<file path="config.mk">
export PLATFORM = sky130hd
export DESIGN_NAME = raizing_gp9001_bridge
export DESIGN_NICKNAME = d
export VERILOG_FILES = /design/src/rtl/raizing_gp9001_pkg.sv /design/src/rtl/raizing_gp9001_decode.sv /design/src/rtl/raizing_gp9001_bridge.sv
export SDC_FILE = /design/constraint.sdc
export NUM_CORES = 1
export LEC_CHECK = 0
export BUFFER_PORTS_ARGS = -buffer_cell sky130_fd_sc_hd__buf_2
export CAP_MARGIN = 10
export CORE_UTILIZATION = 59
export CTS_BUF_LIST = sky130_fd_sc_hd__clkbuf_4 sky130_fd_sc_hd__clkbuf_8
export DETAILED_ROUTE_END_ITERATION = 10
export GPL_TIMING_DRIVEN = 0
export PLACE_DENSITY_LB_ADDON = 0.05
export REMOVE_ABC_BUFFERS = 1
export SETUP_SLACK_MARGIN = 0.3
export SYNTH_ARGS = -nofsm -noshare
export SYNTH_HDL_FRONTEND = slang
export SYNTH_SLANG_ARGS = --single-unit
</file>
<file path="constraint.sdc">
create_clock -name CLK -period 4.16 [get_ports CLK]
set_input_delay 0.208 -clock CLK [delete_from_list [all_inputs] [get_ports CLK]]
set_output_delay 0.208 -clock CLK [all_outputs]
set_load 0.02 [all_outputs]
</file>
<file path="src/rtl/raizing_gp9001_pkg.sv">
// Shared types for the GP9001 command-port bridges.
package raizing_gp9001_pkg;

  // One-hot GP9001 command selects; bit order matches the op-select outputs.
  typedef enum logic [5:0] {
    OP_NONE        = 6'b000000,
    OP_SET_RAM_PTR = 6'b000001,
    OP_WRITE_RAM   = 6'b000010,
    OP_READ_RAM_H  = 6'b000100,
    OP_READ_RAM_L  = 6'b001000,
    OP_SELECT_REG  = 6'b010000,
    OP_WRITE_REG   = 6'b100000
  } op_e;

  // Word offsets (A[3:1]) within the GP9001 window.
  localparam logic [2:0] OFS_PTR    = 3'b000;
  localparam logic [2:0] OFS_DATA_H = 3'b010;
  localparam logic [2:0] OFS_DATA_L = 3'b011;
  localparam logic [2:0] OFS_SEL    = 3'b100;
  localparam logic [2:0] OFS_REG    = 3'b110;

  typedef enum logic [1:0] {
    ST_IDLE,
    ST_ISSUE,
    ST_WAIT_ACK,
    ST_DONE
  } state_e;

  function automatic logic op_is_read(input op_e op);
    return (op == OP_READ_RAM_H) || (op == OP_READ_RAM_L);
  endfunction

endpackage

</file>
<file path="src/rtl/raizing_gp9001_decode.sv">
// Offset/direction to GP9001 op decoder; shared by the CPU-side bridges.
module raizing_gp9001_decode
  import raizing_gp9001_pkg::*;
(
  input  logic [2:0] addr,
  input  logic       rnw,
  output op_e        op,
  output logic       mapped
);

  // Map each (offset, direction) pair onto at most one GP9001 op.
  always_comb begin
    op = OP_NONE;
    case (addr)
      OFS_PTR:    if (!rnw) op = OP_SET_RAM_PTR;
      OFS_DATA_H: op = rnw ? OP_READ_RAM_H : OP_WRITE_RAM;
      OFS_DATA_L: op = rnw ? OP_READ_RAM_L : OP_WRITE_RAM;
      OFS_SEL:    if (!rnw) op = OP_SELECT_REG;
      OFS_REG:    if (!rnw) op = OP_WRITE_REG;
      default:    op = OP_NONE;
    endcase
    mapped = (op != OP_NONE);
  end

endmodule

</file>
<file path="src/rtl/raizing_gp9001_bridge.sv">
// 68000-side initiator for the GP9001 command interface: turns one CPU bus
// cycle into at most one GP9001 op, waits for ACK (with timeout), and
// answers the CPU with DTACK and read data.
module raizing_gp9001_bridge
  import raizing_gp9001_pkg::*;
#(
  parameter int unsigned TIMEOUT       = 255,
  parameter logic [15:0] UNMAPPED_DATA = 16'hFFFF
) (
  input  logic        CLK,
  input  logic        RESET,
  input  logic        CPU_CS,
  input  logic [2:0]  CPU_ADDR,
  input  logic        CPU_RNW,
  input  logic [15:0] CPU_DIN,
  output logic [15:0] CPU_DOUT,
  output logic        CPU_DTACKn,
  output logic        GP9001CS,
  input  logic        GP9001ACK,
  output logic [15:0] GP9001DIN,
  input  logic [15:0] GP9001DOUT,
  output logic        GP9001_OP_SET_RAM_PTR,
  output logic        GP9001_OP_WRITE_RAM,
  output logic        GP9001_OP_READ_RAM_H,
  output logic        GP9001_OP_READ_RAM_L,
  output logic        GP9001_OP_SELECT_REG,
  output logic        GP9001_OP_WRITE_REG,
  output logic        TIMEOUT_ERR
);

  // Value of the wait counter on the last WAIT_ACK cycle before giving up.
  localparam logic [7:0] TMO_LAST = 8'(TIMEOUT - 1);

  op_e         dec_op;
  logic        dec_mapped;

  state_e      state_q,  state_d;
  logic        cs_prev_q;
  op_e         op_lat_q, op_lat_d;
  logic [15:0] din_lat_q, din_lat_d;
  op_e         op_out_q, op_out_d;
  logic        gp_cs_q,  gp_cs_d;
  logic [15:0] gp_din_q, gp_din_d;
  logic [15:0] dout_q,   dout_d;
  logic        dtack_q,  dtack_d;   // active-low, drives CPU_DTACKn
  logic        err_q,    err_d;
  logic [7:0]  cnt_q,    cnt_d;
  logic [5:0]  op_bits;

  raizing_gp9001_decode u_decode (
    .addr   (CPU_ADDR),
    .rnw    (CPU_RNW),
    .op     (dec_op),
    .mapped (dec_mapped)
  );

  // Register FSM state and every output so nothing reaches the pins combinationally.
  always_ff @(posedge CLK or posedge RESET) begin
    if (RESET) begin
      state_q   <= ST_IDLE;
      cs_prev_q <= 1'b0;
      op_lat_q  <= OP_NONE;
      din_lat_q <= '0;
      op_out_q  <= OP_NONE;
      gp_cs_q   <= 1'b0;
      gp_din_q  <= '0;
      dout_q    <= '0;
      dtack_q   <= 1'b1;
      err_q     <= 1'b0;
      cnt_q     <= '0;
    end else begin
      state_q   <= state_d;
      cs_prev_q <= CPU_CS;
      op_lat_q  <= op_lat_d;
      din_lat_q <= din_lat_d;
      op_out_q  <= op_out_d;
      gp_cs_q   <= gp_cs_d;
      gp_din_q  <= gp_din_d;
      dout_q    <= dout_d;
      dtack_q   <= dtack_d;
      err_q     <= err_d;
      cnt_q     <= cnt_d;
    end
  end

  // Next-state and next-output logic for the IDLE/ISSUE/WAIT_ACK/DONE sequence.
  always_comb begin
    state_d   = state_q;
    op_lat_d  = op_lat_q;
    din_lat_d = din_lat_q;
    op_out_d  = op_out_q;
    gp_cs_d   = gp_cs_q;
    gp_din_d  = gp_din_q;
    dout_d    = dout_q;
    dtack_d   = dtack_q;
    err_d     = err_q;
    cnt_d     = cnt_q;

    case (state_q)
      ST_IDLE: begin
        if (CPU_CS && !cs_prev_q) begin
          if (dec_mapped) begin
            op_lat_d  = dec_op;
            din_lat_d = CPU_DIN;
            state_d   = ST_ISSUE;
          end else begin
            dout_d  = UNMAPPED_DATA;
            dtack_d = 1'b0;
            state_d = ST_DONE;
          end
        end
      end

      ST_ISSUE: begin
        gp_cs_d  = 1'b1;
        op_out_d = op_lat_q;
        gp_din_d = din_lat_q;
        cnt_d    = '0;
        state_d  = ST_WAIT_ACK;
      end

      ST_WAIT_ACK: begin
        // ACK is tested before the counter so a same-cycle ACK beats the timeout.
        // DTACK is only raised if the CPU is still waiting for this cycle.
        if (GP9001ACK) begin
          gp_cs_d  = 1'b0;
          op_out_d = OP_NONE;
          if (op_is_read(op_lat_q)) dout_d = GP9001DOUT;
          dtack_d  = !CPU_CS;
          state_d  = ST_DONE;
        end else if (cnt_q == TMO_LAST) begin
          gp_cs_d  = 1'b0;
          op_out_d = OP_NONE;
          dout_d   = UNMAPPED_DATA;
          err_d    = 1'b1;
          dtack_d  = !CPU_CS;
          state_d  = ST_DONE;
        end else begin
          cnt_d = cnt_q + 8'd1;
        end
      end

      ST_DONE: begin
        // DTACK still high here means the CPU already left; exit at once.
        if (!CPU_CS || dtack_q) begin
          dtack_d = 1'b1;
          state_d = ST_IDLE;
        end
      end

      default: state_d = ST_IDLE;
    endcase
  end

  assign op_bits = op_out_q;

  assign CPU_DOUT              = dout_q;
  assign CPU_DTACKn            = dtack_q;
  assign GP9001CS              = gp_cs_q;
  assign GP9001DIN             = gp_din_q;
  assign TIMEOUT_ERR           = err_q;
  assign GP9001_OP_SET_RAM_PTR = op_bits[0];
  assign GP9001_OP_WRITE_RAM   = op_bits[1];
  assign GP9001_OP_READ_RAM_H  = op_bits[2];
  assign GP9001_OP_READ_RAM_L  = op_bits[3];
  assign GP9001_OP_SELECT_REG  = op_bits[4];
  assign GP9001_OP_WRITE_REG   = op_bits[5];

endmodule

</file>
==> flow_summary_export.csv <==
group,metric,value,unit
outcome,status,"completed",
timing,fin_hold_ws,0.0205,ns
timing,setup_tns,0,ns
yosys,ys.flop_type,"dfrtp_1",
timing,tightestPinTransition,1.14,ns
setup_path,crit_arrival,2.69,ns
finish,diodes,0,
grt,grt_start_max_net_pins,75,
pwr,leakage,2.13,nW
die,fp.dieH,76.7,µm
finish,area_growth,19.9,%
yosys,synth.distinct_cells,41,
die,core,5240,µm²
drt,firstDrtPassIters,6,
placed_design,port_buffers,80,
yosys,syn_inst,306,
timing,maxSlewHeadroom,23.9,%
finish,fillCellCount,397,
cts,root_buffer,"clkbuf_8",
yosys,synth_edf_count,0,
finish,seqCellArea,1850,µm²
die,dieWidth,76.7,µm
cts,cts_buffers,9,
cts,tritoncts,"built",
drt,ant_nets,0,
pwr,vdd_ir_drop_max,0.439,mV
setup_path,endpoint,"CPU_DOUT[3]",
cts,clk_latency,0.35,ns
cts,post_cts_resized,0,
setup_path,rrSetupSlack,1.73,ns
setup_path,r2r-start,"state_q[0]",
timing,setup_viol,0,
timing,drv_slew,0,
setup_path,path_class,"register to register",
drt,drc_errors,0,
grt,grt_pass1_wl,10600,µm
cts,htree_num_levels,3,
setup_path,cp-startpoint,"state_q[0]",
setup_path,critPathMaxFanout,11,
timing,period_share,58.4,%
yosys,syn_area,3290,µm²
worst_hold_path,holdCritPathClass,"primary input to asynchronous set/reset pin",
finish,nets,434,
die,initial_core_util,62.9,%
finish,stdcell_area,3950,µm²
pwr,p_per_area,767,nW/µm²
placed_design,place_area,3730,µm²
yosys,avgSynthCellArea,10.8,µm²
placed_design,gp_congestion,0.784,
setup_path,worstPathRequired,4.42,ns
drt,wire_per_inst,13.3,µm
finish,utilization,75.4,%
setup_path,path_delay_family,"compound AO/OA/AOI/OAI gates",
yosys,ys_ff_latch,74,
timing,min_period,2.43,ns
drt,finalWirelength,6170,µm
die,dieArea,5890,µm²
timing,fmax,411,MHz
cts,post_cts_buffers,0,
setup_path,critPathSlowestCell,"a2111oi_4",
placed_design,place_hpwl,4240,µm
cts,cts.sink_count,74,
cts,holdBufCountCts,0,
setup_path,r2r_end,"CPU_DOUT[3]",
setup_path,crit_chain,"inv_1 -> ha_1 -> and2b_2 -> o21a_1 -> a2111oi_4 -> buf_6 -> mux2i_1",
grt,antenna_found_initial,0,
setup_path,slowest_delay,0.64,ns
cts,cts_buffer_depth,2,
cts,clkTransAtPathRegs,0.08,ns
setup_path,start_kind,"register",
run,maxCapViolCount,0,
setup_path,cp_num_cells,7,
finish,final_common_cell,"buf_2",
grt,grt-ovfl-total,0,
drt,via_count,2375,
timing,hold_violations,0,
timing,finalClockSkew,0.00877,ns
die,io_pins,81,
finish,layout-drive-gt1-share,31.6,%
setup_path,crit_path_end_kind,"register",
yosys,postSynth.asyncResetShare,100,%
drt,drt_iter0_drc,88,
drt,viasPerCell,5.14,
die,num_rows,26,
yosys,yosysWarnings,0,
pwr,p_total,3.03,mW
setup_path,crit_buf_inv,2,
grt,grt_pass1_vias,2376,
setup_path,rr_worst_depth,7,
finish,multi_input_area,1290,µm²
finish,layout_common_cells,"80 x buf_2, 73 x dfrtp_1, 66 x nand2_1",
yosys,ys_seq_area_share,56.2,%
timing,rsz0062_at_grt,"false",
grt,grt_use_total,23.3,%
## layout make-up
cell class	count	share of cell area, %
flip-flops and latches	74	46.9
multi-input cells	199	32.8
repair buffers	81	10.4
clock buffers	10	3.49
well taps	70	2.22
inverters	22	2.15
clock inverters	6	2.03
## worst min-delay path by stage
| stage | depth (start not counted) | to | startpoint |
|---|---|---|---|
| 3_5_place_dp | 1 | cs_prev_q | CPU_CS |
| 3_3_place_gp | 1 | cs_prev_q | CPU_CS |
| 4_1_cts | 1 | cs_prev_q | CPU_CS |
| 6_report | 2 | CPU_DOUT[2] | RESET |
| 2_1_floorplan | 0 | cs_prev_q | CPU_CS |
| 5_1_grt | 1 | cs_prev_q | CPU_CS |
## registers in the layout, summed over array words and instances (netlist names)
signal       flops
GP9001CS         1
cs_prev_q        1
din_lat_q       16
CPU_DOUT        16
state_q          2
op_bits          6
op_lat_q         6
CPU_DTACKn       1
cnt_q            8
GP9001DIN       16
TIMEOUT_ERR      1
## metal layers
metal | routed length (µm) | GRT usage [%] | part of all wire (%) | up-vias
met2 | 2860 | 38.3 | 46 | 62
met3 | 339 | 5.95 | 5.5 | 10
li1 | - | - | - | 1186
met4 | 120 | 11.0 | 1.9 | 0
met5 | 0 | 0 | 0 | -
met1 | 2850 | 28.8 | 46 | 1117
## Yosys cell counts (2+ instances only)
master,number,area share [%]
o41ai_1,3,0.80
or3_2,2,0.46
nand2b_1,2,0.38
dfrtp_1,73,55
nand3_1,3,0.46
nor2_1,22,2.5
a21oi_1,6,0.91
a21o_1,8,1.8
o21ai_0,7,1.1
clkbuf_1,8,0.91
o211ai_1,3,0.68
ha_1,7,2.7
inv_1,22,2.5
xor2_1,2,0.53
o31ai_1,5,1.1
or4_1,2,0.46
mux2i_1,19,5.8
and3_1,6,1.1
mux2_2,16,5.5
nand2_1,66,7.5
nand4_1,4,0.76
## cells by family (layout without fill, tap and decap cells)
logic type | Yosys count | count (layout) | synth area share, %
fa+ha+maj | 7 | 7 | 2.66
flops | 74 | 74 | 56.2
compound gates | 40 | 40 | 9.04
simple gates | 115 | 115 | 15.8
mux | 35 | 35 | 11.2
xor+xnor | 2 | 2 | 0.532
buf+inv | 33 | 119 | 4.48
## report_power, final
part | total [mW] | switching [mW] | internal, mW
sequential | 1.16 | 0.153 | 1.01
clock | 0.606 | 0.256 | 0.350
combinational | 1.26 | 0.759 | 0.498
## stage by stage
| stage | worst slack, ns | cells |
|---|---|---|
| 6_report | 1.73 | 462 |
| 5_1_grt | 1.60 | 462 |
| 4_1_cts | 1.73 | 462 |
| 3_5_place_dp | 1.78 | 446 |
| 3_3_place_gp | 1.27 | 445 |
| 2_1_floorplan | 1.77 | 295 |
## worst register-to-register path, stage by stage (launching register included)
cell	delay, ns
dfrtp_1	0.38
inv_1	0.10
ha_1	0.32
and2b_2	0.26
o21a_1	0.14
a2111oi_4	0.64
buf_6	0.27
mux2i_1	0.24
Note: power is estimated with default switching activity, not from simulation.
